==> src/rtl/dp_dcram.sv <==
// Single-clock dual-port RAM: one write port, one registered read port.
// Same-address read/write collisions return the incoming write data.
module dp_dcram #(
  parameter int DWIDTH = 8,
  parameter int AWIDTH = 6
) (
  input  logic              wr_clk,
  input  logic              areset_n,
  input  logic [AWIDTH-1:0] addr0,
  input  logic [DWIDTH-1:0] data0,
  input  logic              we0,
  input  logic [AWIDTH-1:0] addr1,
  input  logic              re1,
  output logic [DWIDTH-1:0] q1,
  output logic              q1_valid
);

  localparam int DEPTH = 2 ** AWIDTH;

  logic [DWIDTH-1:0] mem [DEPTH];

  logic              wr_en;
  logic              hit;
  logic [DWIDTH-1:0] rd_data;
  logic [DWIDTH-1:0] q1_d, q1_q;
  logic              vld_d, vld_q;

  assign wr_en = we0 && areset_n;
  assign hit   = wr_en && (addr0 == addr1);

  // Contents survive reset, so the array has no reset branch.
  always_ff @(posedge wr_clk) begin
    if (wr_en) begin
      mem[addr0] <= data0;
    end
  end

  always_comb begin
    rd_data = mem[addr1];
    if (hit) begin
      rd_data = data0;
    end
  end

  always_comb begin
    q1_d  = q1_q;
    vld_d = 1'b0;
    if (re1) begin
      q1_d  = rd_data;
      vld_d = 1'b1;
    end
  end

  always_ff @(posedge wr_clk or negedge areset_n) begin
    if (!areset_n) begin
      q1_q  <= '0;
      vld_q <= 1'b0;
    end else begin
      q1_q  <= q1_d;
      vld_q <= vld_d;
    end
  end

  assign q1       = q1_q;
  assign q1_valid = vld_q;

endmodule

==> config.mk <==
export PLATFORM = sky130hd
export DESIGN_NAME = dp_dcram
export DESIGN_NICKNAME = d
export VERILOG_FILES = /design/src/rtl/dp_dcram.sv
export SDC_FILE = /design/constraint.sdc
export NUM_CORES = 1
export LEC_CHECK = 0
export BUFFER_PORTS_ARGS = -buffer_cell sky130_fd_sc_hd__buf_2
export CORE_AREA = 5 5 200 241
export DETAILED_ROUTE_END_ITERATION = 10
export DIE_AREA = 0 0 205 246
export SLEW_MARGIN = 15
export SYNTH_ARGS = -nofsm -noshare
export SYNTH_HDL_FRONTEND = slang
export SYNTH_SLANG_ARGS = --single-unit
==> constraint.sdc <==
create_clock -name wr_clk -period 1.99 [get_ports wr_clk]
set_input_delay 0.0995 -clock wr_clk [delete_from_list [all_inputs] [get_ports wr_clk]]
set_output_delay 0.0995 -clock wr_clk [all_outputs]
set_load 0.02 [all_outputs]
Word level (Yosys, flattened, before mapping):

Memory sizes are Yosys's and may differ from the RTL's. A register that Yosys moved wholly into a read port is not among the register bits.
Cells that the tools add are included.

* mux-type cells: 3
* reductions and logical operators: 2

Operators with widths (number)
* $mux W1: 3
* $logic_and A1 B1 Y1: 1
* $logic_not A1 Y1: 1

* input port bits: 24
* flip-flop bits (word level): 1
* output and inout bits: 9
* memories: 1
* logic and storage cells: 7
* RAM bits: 512

Memory list
* mem: words 64, bits a word 8, read ports 1, clocked after memory_dff 1, wr ports 1, RTL line 20 `logic [DWIDTH-1:0] mem [DEPTH];`

Logic depth before layout (Yosys ltp):

Gate-level depths: netlist of the first run.

* depth after elaboration: 3
* depth in mapped cells: 9
* depth with buffers taken out: 5

Worst setup path after synthesis of the first run:

No wires, ideal clock.

* path type: in2reg
* start: in addr1[0]
* end: reg q1_q[1], in the netlist q1[1], read port of mem
* required time: 1849 ps
* arrival: 1924 ps
* stages: 9
* buffers on the path: 4
* setup slack: -75 ps
* setup time: 141 ps
* cells stage by stage: buf_6 buf_6 buf_6 buf_2 mux4_2 a22oi_1 nand2_1 a221oi_1 o211ai_1

RTL lines
* start, declared: RTL line 12 `input logic [AWIDTH-1:0] addr1,`
* end, declared: RTL line 25 `logic [DWIDTH-1:0] q1_d, q1_q;`

==> out/results.ini, run 1 <==
[place]
routabilityCongestion = 0.838
portBuffers = 32
dpl.hpwl_um = 32500
dpl.cell_count = 1692
dp_worst_setup_slack_ns = -0.393
detailed_place.area_mm2 = 0.0224

[logic_synthesis]
fraction_of_synthesis_flops_using_an_asynchronous_set_or_reset_pin_pct = 1.73
syn-cell-area_mm2 = 0.0203
synth-main-ff-cell = edfxtp_1
syn-mean-instance-area_um2 = 22.0
synth-seq-area-share_pct = 76.8
ys.warnings.count = 0
synth_nets = 948
netlist-cell-type-count = 43
synthCells = 924
synth-seq-cells = 521
synth_enable_flop_cells = 512

[timing]
fin_crit_sh_pct = 103
max_slew_margin_pct = 51.0
total_negative_setup_slack_ns = -0.102
maxClockFrequency_ghz = 0.489
worst_pin_slew_ns = 0.735
grt_setup_unrepaired = true
final.setup_skew_ns = 0.0158
timing_hold_violations_final = 0
worst_hold_slack_ns = 0.0366
report.final.setup_viol = 2
final_period_minus_worst_setup_slack_ns = 2.05
final-max-slew-violation-count = 0
timing.final.ws_setup_ns = -0.0552

[clocking]
clk_path_buf_depth = 3
clk_pin_slew_worst_paths_ns = 0.06
cts.repair_timing.setup_buffer_count = 0
clock_buffer_count_from_cts = 49
root_buffer = clkbuf_16
clock_sinks = 521
cts_tree = yes
cts_htree_levels = 2
clkLatencyLatePin_ns = 0.56

[worst_setup_path]
rr_worst_depth = 4
arrival_ns = 2.48
ff2ff_setup_slack_ns = -0.06
r2r-start = mem[55][0]
capturing_element_type_of_the_critical_path = flop
worstSetupStartpointType = flop
critical_path.reg2reg.endpoint = q1[0]
crit_required_ns = 2.43
critPathKind = flop to flop
critical_path_peak_fanout = 1

[layout]
synthToLayoutAreaGrowth_pct = 18.2
final_net_count = 1155
fin_cells = 1783
most-common-layout-cells = 512 x edfxtp_1, 157 x buf_4, 141 x mux4_2
sequential_cell_area_mm2 = 0.0156
final_cell_area_mm2 = 0.0240
finalCoreUtilization_pct = 52.7
layout.filler_cells = 3542
final_common_cell = edfxtp_1
multi_input_area_mm2 = 0.00444
post_route_cells_drive_above_1_share_pct = 35.9

[power]
clock_power_share_pct = 39.5
power_frac_seq_pct = 54.3
net-switching-power_mw = 4.66
power.combinational.fraction_pct = 6.2
internal_power_mw = 17.8
ir_worst_vdd_mv = 0.614
total_power_mw = 22.4
powerDensity_mw_per_mm2 = 934
leakage_power_nw = 7.80
power.switching_fraction_pct = 20.8

[routing]
total_wirelength_um = 47700
drt-initial-drc-count = 914
drt_pass1_iterations = 4
post-route-drc-count = 0
detail-route-antenna-nets = 0
met2_wirelength_um = 25000
vias = 9983
avgViaCountPerCell = 5.60
routedLengthMet1_um = 19300
detail_route.wl_per_cell_um = 26.7
met3WireLength_um = 2160
maxUsedRoutingLayer = met5

[min_path]
hold_path_depth = 1
min_delay_worst_endpoint = mem[47][2]
hold_path_class = input port to flop
timing.hold.worst.start = data0[2]

[floorplan]
die_x_um = 205
top_level_ports = 33
die-height_um = 246
dieArea_mm2 = 0.0504
rows = 86
start_util_pct = 44.6
core-area_mm2 = 0.0455

[global_routing]
grt_first_pass_wirelength_um = 70800
grt_start_max_net_pins = 65
grt_antenna_before_repair = 1
gr-total-overflow = 0
global_route.usage.total_pct = 19.2
first_global_vias = 10500

[outcome]
run_status = finished, violations left
failed_checks = setup timing

[run]
max-cap-violations = 0

[power groups by stage]
stage | Combinational (mW) | Clock, mW | Sequential (mW)
2_1_floorplan | 0.659 | 0 | 12.4
3_3_place_gp | 1.37 | 0 | 12.4
3_5_place_dp | 1.39 | 0 | 12.4
4_1_cts | 1.40 | 9.05 | 12.2
5_1_grt | 1.48 | 9.49 | 12.2
6_report | 1.39 | 8.86 | 12.2
[worst max path at each step]
| stage | slack, ns | endpoint | startpoint | depth (start not counted) |
|---|---|---|---|---|
| 2_1_floorplan | 0.02 | q1[1] | addr1[0] | 9 |
| 5_1_grt | -0.09 | q1[0] | mem[55][0] | 4 |
| 4_1_cts | -0.07 | q1[0] | mem[55][0] | 4 |
| 3_3_place_gp | -0.40 | q1[6] | addr1[0] | 7 |
| 3_5_place_dp | -0.39 | q1[7] | addr1[0] | 6 |
| 6_report | -0.06 | q1[0] | mem[55][0] | 4 |
[per-layer routing]
layer | track usage [%] | up-vias
li1 | - | 4301
met1 | 25.8 | 5325
met2 | 33.3 | 287
met3 | 2.59 | 68
met4 | 5.40 | 2
met5 | 0 | -
[state kept, by name, summed over array words and instances (netlist names)]
register and flops:
mem 512, q1_valid 1, q1 8
[Yosys cell counts, types with 5 or more instances]
cell	number	share of area (%)
a221oi_1	10	0.43
buf_2	13	0.32
nand3_1	5	0.12
inv_1	9	0.17
nand2_1	24	0.44
clkbuf_1	22	0.41
edfxtp_1	512	76
buf_6	11	0.61
nor2_1	69	1.3
a22oi_1	19	0.70
mux4_2	141	16
nor2b_1	6	0.18
a22o_1	12	0.52
nand2b_1	6	0.18
dfrtp_1	9	1.1
[worst max-delay path: stages (launching register included)]
cell and delay [ns]:
edfxtp_1 0.36, mux4_2 0.53, mux4_2 0.54, a22o_1 0.19, or3_1 0.30
[layout make-up]
cell class	instances	share of cell area (%)
Antenna cell	1	0.0104
Multi-Input combinational cell	344	18.5
Clock buffer	64	5.52
Tap cell	616	3.21
Sequential cell	521	65.0
Clock inverter	22	0.745
Timing Repair Buffer	206	6.89
Inverter	9	0.141
[cell families (layout without fill, tap and decap cells)]
kind of cell	count (synthesis)	in the layout	share of synthesized area [%]
other	0	1	0
muxes	142	142	15.7
and+or+nand+nor	125	125	2.71
buffers and inverters	59	301	1.61
xor gates and xnor gates	6	6	0.259
AOI/OAI and AO/OA	71	71	2.90
DFF	521	521	76.8
[repair_timing]
action                                  in CTS  in global routing
endpoints found under the hold margin       33                  0
hold buffers                                 4                  0
resized for setup                            5                  4
endpoints found under the setup margin       5                  6
pin swaps                                    0                  2
Note: power is estimated with default switching activity, not from simulation.
==> run 2: changes to the inputs <==
ABC_AREA = 1   (was unset)
CORE_AREA = 5 5 206 248   (was 5 5 200 241)
DIE_AREA = 0 0 211 253   (was 0 0 205 246)
SLEW_MARGIN = 20   (was 15)
clock period = 1.8 ns   (was 1.99 ns; I/O delays follow)
==> run 2 against run 1 <==
  * The run now ends clean
  * Clock skew is 0.0022 ns lower
  * Total power up 16%
  * Via count is 44% higher
  * Routed wire length up 17%
  * Cell count grew 49%
  * Core utilization fell by 1.4 points
  * Area after synthesis increased by 6.0%
  * Clock power is 21% higher
  * Clock-buffer cell count rose by 1
  * Flip-flop and latch count did not move
==> out/results.ini, run 2 <==
[outcome]
run_status = complete, no violations

[place]
routabilityCongestion = 0.866  ; +3.4%
dpl.hpwl_um = 34800  ; +7.3%
portBuffers = 32  ; unchanged
detailed_place.area_mm2 = 0.0232  ; +3.6%

[logic_synthesis]
fraction_of_synthesis_flops_using_an_asynchronous_set_or_reset_pin_pct = 1.73  ; unchanged
yosysMostFrequentCell = nand2_1
netlist-cell-type-count = 22  ; -49%
synth_largest_type_area_fraction_pct = 71.5  ; -4.3 points
syn-mean-instance-area_um2 = 11.5  ; -48%
synth_common_cells = 669 x nand2_1, 512 x edfxtp_1, 447 x nand3_1, 74 x nor2_1, 67 x buf_2
ys.warnings.count = 0  ; unchanged
synth-main-ff-cell = edfxtp_1
synth_area_leaders = edfxtp_1 71%, nand2_1 12%, nand3_1 10%
synth_enable_flop_cells = 512  ; unchanged
synth_largest_area_cell = edfxtp_1
syn-cell-area_mm2 = 0.0215  ; +6.0%
synthCells = 1866  ; +100%
synth-seq-cells = 521  ; unchanged
synth_nets = 1890  ; +99%
synth-seq-area-share_pct = 72.5  ; -4.3 points

[timing]
final.setup_skew_ns = 0.0136  ; -0.00220 ns
grt_setup_unrepaired = true
worst_hold_slack_ns = 0.0384  ; +0.00182 ns
maxClockFrequency_ghz = 0.580
timing_hold_violations_final = 0  ; unchanged
max_slew_margin_pct = 45.8  ; -5.2 points
report.final.setup_viol = 0  ; -2
fin_crit_sh_pct = 95.8
final_period_minus_worst_setup_slack_ns = 1.72
final-max-slew-violation-count = 0  ; unchanged
worst_pin_slew_ns = 0.810  ; +0.0748 ns

[clocking]
clk_path_buf_depth = 3  ; unchanged
root_buffer = clkbuf_16
cts_htree_levels = 2  ; unchanged
clock_buffer_count_from_cts = 49  ; unchanged
cts.repair_timing.setup_buffer_count = 0  ; unchanged
clkLatencyLatePin_ns = 0.58  ; +0.02 ns
clk_pin_slew_worst_paths_ns = 0.06  ; about the same
cts_tree = yes
clock_sinks = 521  ; unchanged

[routing]
total_wirelength_um = 56000  ; +17%
met2_wirelength_um = 26900  ; +7.7%
detail-route-antenna-nets = 0  ; unchanged
drt_pass1_iterations = 7  ; +3
avgViaCountPerCell = 5.40  ; -3.6%
drt-initial-drc-count = 1359  ; +49%
maxUsedRoutingLayer = met4
vias = 14300  ; +44%
post-route-drc-count = 0  ; unchanged
routedLengthMet1_um = 23100  ; +19%
met3WireLength_um = 3950  ; +83%
detail_route.wl_per_cell_um = 21.1  ; -21%

[layout]
final_net_count = 1995  ; +73%
largest_reg_flops = 512  ; unchanged
final_common_cell = nand2_1
regMostFlops = mem
final_cell_area_mm2 = 0.0249  ; +3.8%
most-common-layout-cells = 669 x nand2_1, 512 x edfxtp_1, 447 x nand3_1
synthToLayoutAreaGrowth_pct = 15.9
post_route_cells_drive_above_1_share_pct = 13.0  ; -23 points

[min_path]
hold_path_depth = 2  ; +1
min_delay_worst_endpoint = mem[17][4]
hold_path_class = input port to flop
timing.hold.worst.start = data0[4]

[floorplan]
rows = 89  ; +3.5%
dieArea_mm2 = 0.0534  ; +5.9%
start_util_pct = 44.3  ; -0.29 points
die-height_um = 253  ; +2.8%
die_x_um = 211  ; +2.9%
top_level_ports = 33  ; unchanged
core-area_mm2 = 0.0486  ; +6.7%

[power]
leakage_power_nw = 9.16  ; +17%
net-switching-power_mw = 5.72  ; +23%
clock_power_share_pct = 41.2  ; +1.7 points
internal_power_mw = 20.2  ; +14%
power.combinational.fraction_pct = 7.0  ; +0.8 points
power.switching_fraction_pct = 22.0  ; +1.2 points
total_power_mw = 26.0  ; +16%
power_frac_seq_pct = 51.7  ; -2.6 points
powerDensity_mw_per_mm2 = 1040  ; +11%
ir_worst_vdd_mv = 0.596  ; -2.9%

[worst_setup_path]
r2r-start = mem[41][5]
capturing_element_type_of_the_critical_path = flop
critical-path-slowest-cell = nor2_1
rr_worst_depth = 10  ; +6
arrival_ns = 1.92  ; -0.56 ns
critPathKind = input port to flop
cpPeakStageDelay_ns = 0.61  ; +0.07 ns
ff2ff_setup_slack_ns = 0.34  ; +0.40 ns
crit_required_ns = 2.00  ; -0.43 ns
critical_path_peak_fanout = 10  ; +9
worstSetupStartpointType = input port
timing.critical_path.cells = dlygate4sd3_1 -> buf_2 -> nand2_1 -> clkinv_1 -> nand4_1 -> buf_4 -> nor2_1
critical_path.reg2reg.endpoint = q1[5]

[global_routing]
grt_first_pass_wirelength_um = 85300  ; +20%
first_global_vias = 14100  ; +35%
grt_antenna_before_repair = 3  ; +2
global_route.usage.total_pct = 20.9  ; +1.7 points
gr-total-overflow = 0  ; unchanged
grt_start_max_net_pins = 66  ; +1.5%

[run]
max-cap-violations = 0  ; unchanged

[run 2: cell count changes after synthesis, sizes merged, moves of 9 or more]
cell | before | now
clkbuf | 22 | 7
nor4 | 1 | 10
a221oi | 11 | 0
a22oi | 19 | 0
nand2 | 24 | 671
buf | 28 | 108
nand3 | 5 | 447
a22o | 12 | 0
mux4 | 141 | 0
nand4 | 0 | 9
[run 2: per-layer routing]
metal  GRT usage (%)  vias up
met5               0        -
met4            7.43        0
met3            3.23      108
met2            34.2      501
met1            28.7     6954
li1                -     6763
[run 2: kinds of logic (layout without fill, tap and decap cells)]
kind of cell / after synthesis / in the layout / synth area share, %
other: 0 / 4 / 0
flip-flops: 521 / 521 / 72.5
AND/OR/NAND/NOR: 1213 / 1213 / 24.1
AO/OA/AOI/OAI: 3 / 3 / 0.110
buffers and inverters: 129 / 275 / 3.30
[run 2: worst max-delay path by stage]
stage	startpoint	to	slack, ns
after floorplan	addr0[1]	mem[51][0]	0.05
after global placement	addr1[2]	q1[0]	0.01
after detailed placement	areset_n	mem[21][7]	-0.01
after CTS	areset_n	mem[21][7]	0.04
after global routing	areset_n	mem[60][2]	-0.002
final	areset_n	mem[60][2]	0.08
[run 2: power by group through the flow]
stage	clock network (mW)	logic, mW	registers (mW)
floorplan	0	0.928	13.7
global placement	0	1.79	13.7
detailed placement	0	1.81	13.7
CTS	10.9	1.82	13.4
global route	11.4	1.99	13.4
finish	10.7	1.82	13.4
[run 2: final cells by class]
| type | instances | area (um^2) |
|---|---|---|
| Fill cell | 4256 | 23600 |
| Clock buffer | 65 | 1350 |
| Sequential cell | 521 | 15600 |
| Tap cell | 637 | 797 |
| Clock inverter | 27 | 322 |
| Inverter | 14 | 60.1 |
| Timing Repair Buffer | 169 | 1570 |
| Multi-Input combinational cell | 1216 | 5220 |
| Antenna cell | 4 | 10.0 |
[run 2: timing repair]
| action | CTS | global route |
|---|---|---|
| endpoints found under the setup margin | 0 | 53 |
| endpoints found under the hold margin | 18 | 0 |
| hold buffers | 4 | 0 |
| gates resized for setup | 0 | 6 |
[run 2: stage by stage]
| stage | utilization [%] | setup TNS, ns | cells | worst slack, ns |
|---|---|---|---|---|
| floorplan | - | 0 | 1866 | 0.0487 |
| global placement | 47.8 | 0 | 2553 | 0.0113 |
| detailed placement | 47.8 | -0.158 | 2553 | -0.0121 |
| CTS | 51.3 | 0 | 2649 | 0.0371 |
| global route | 51.3 | -0.00751 | 2650 | -0.00164 |
| finish | 51.3 | 0 | 2653 | 0.0753 |
[run 2: critical path: cells and delay by family]
family	cells	cell delay, ns
buffers and inverters	4	1.00
and+or+nand+nor	3	0.81
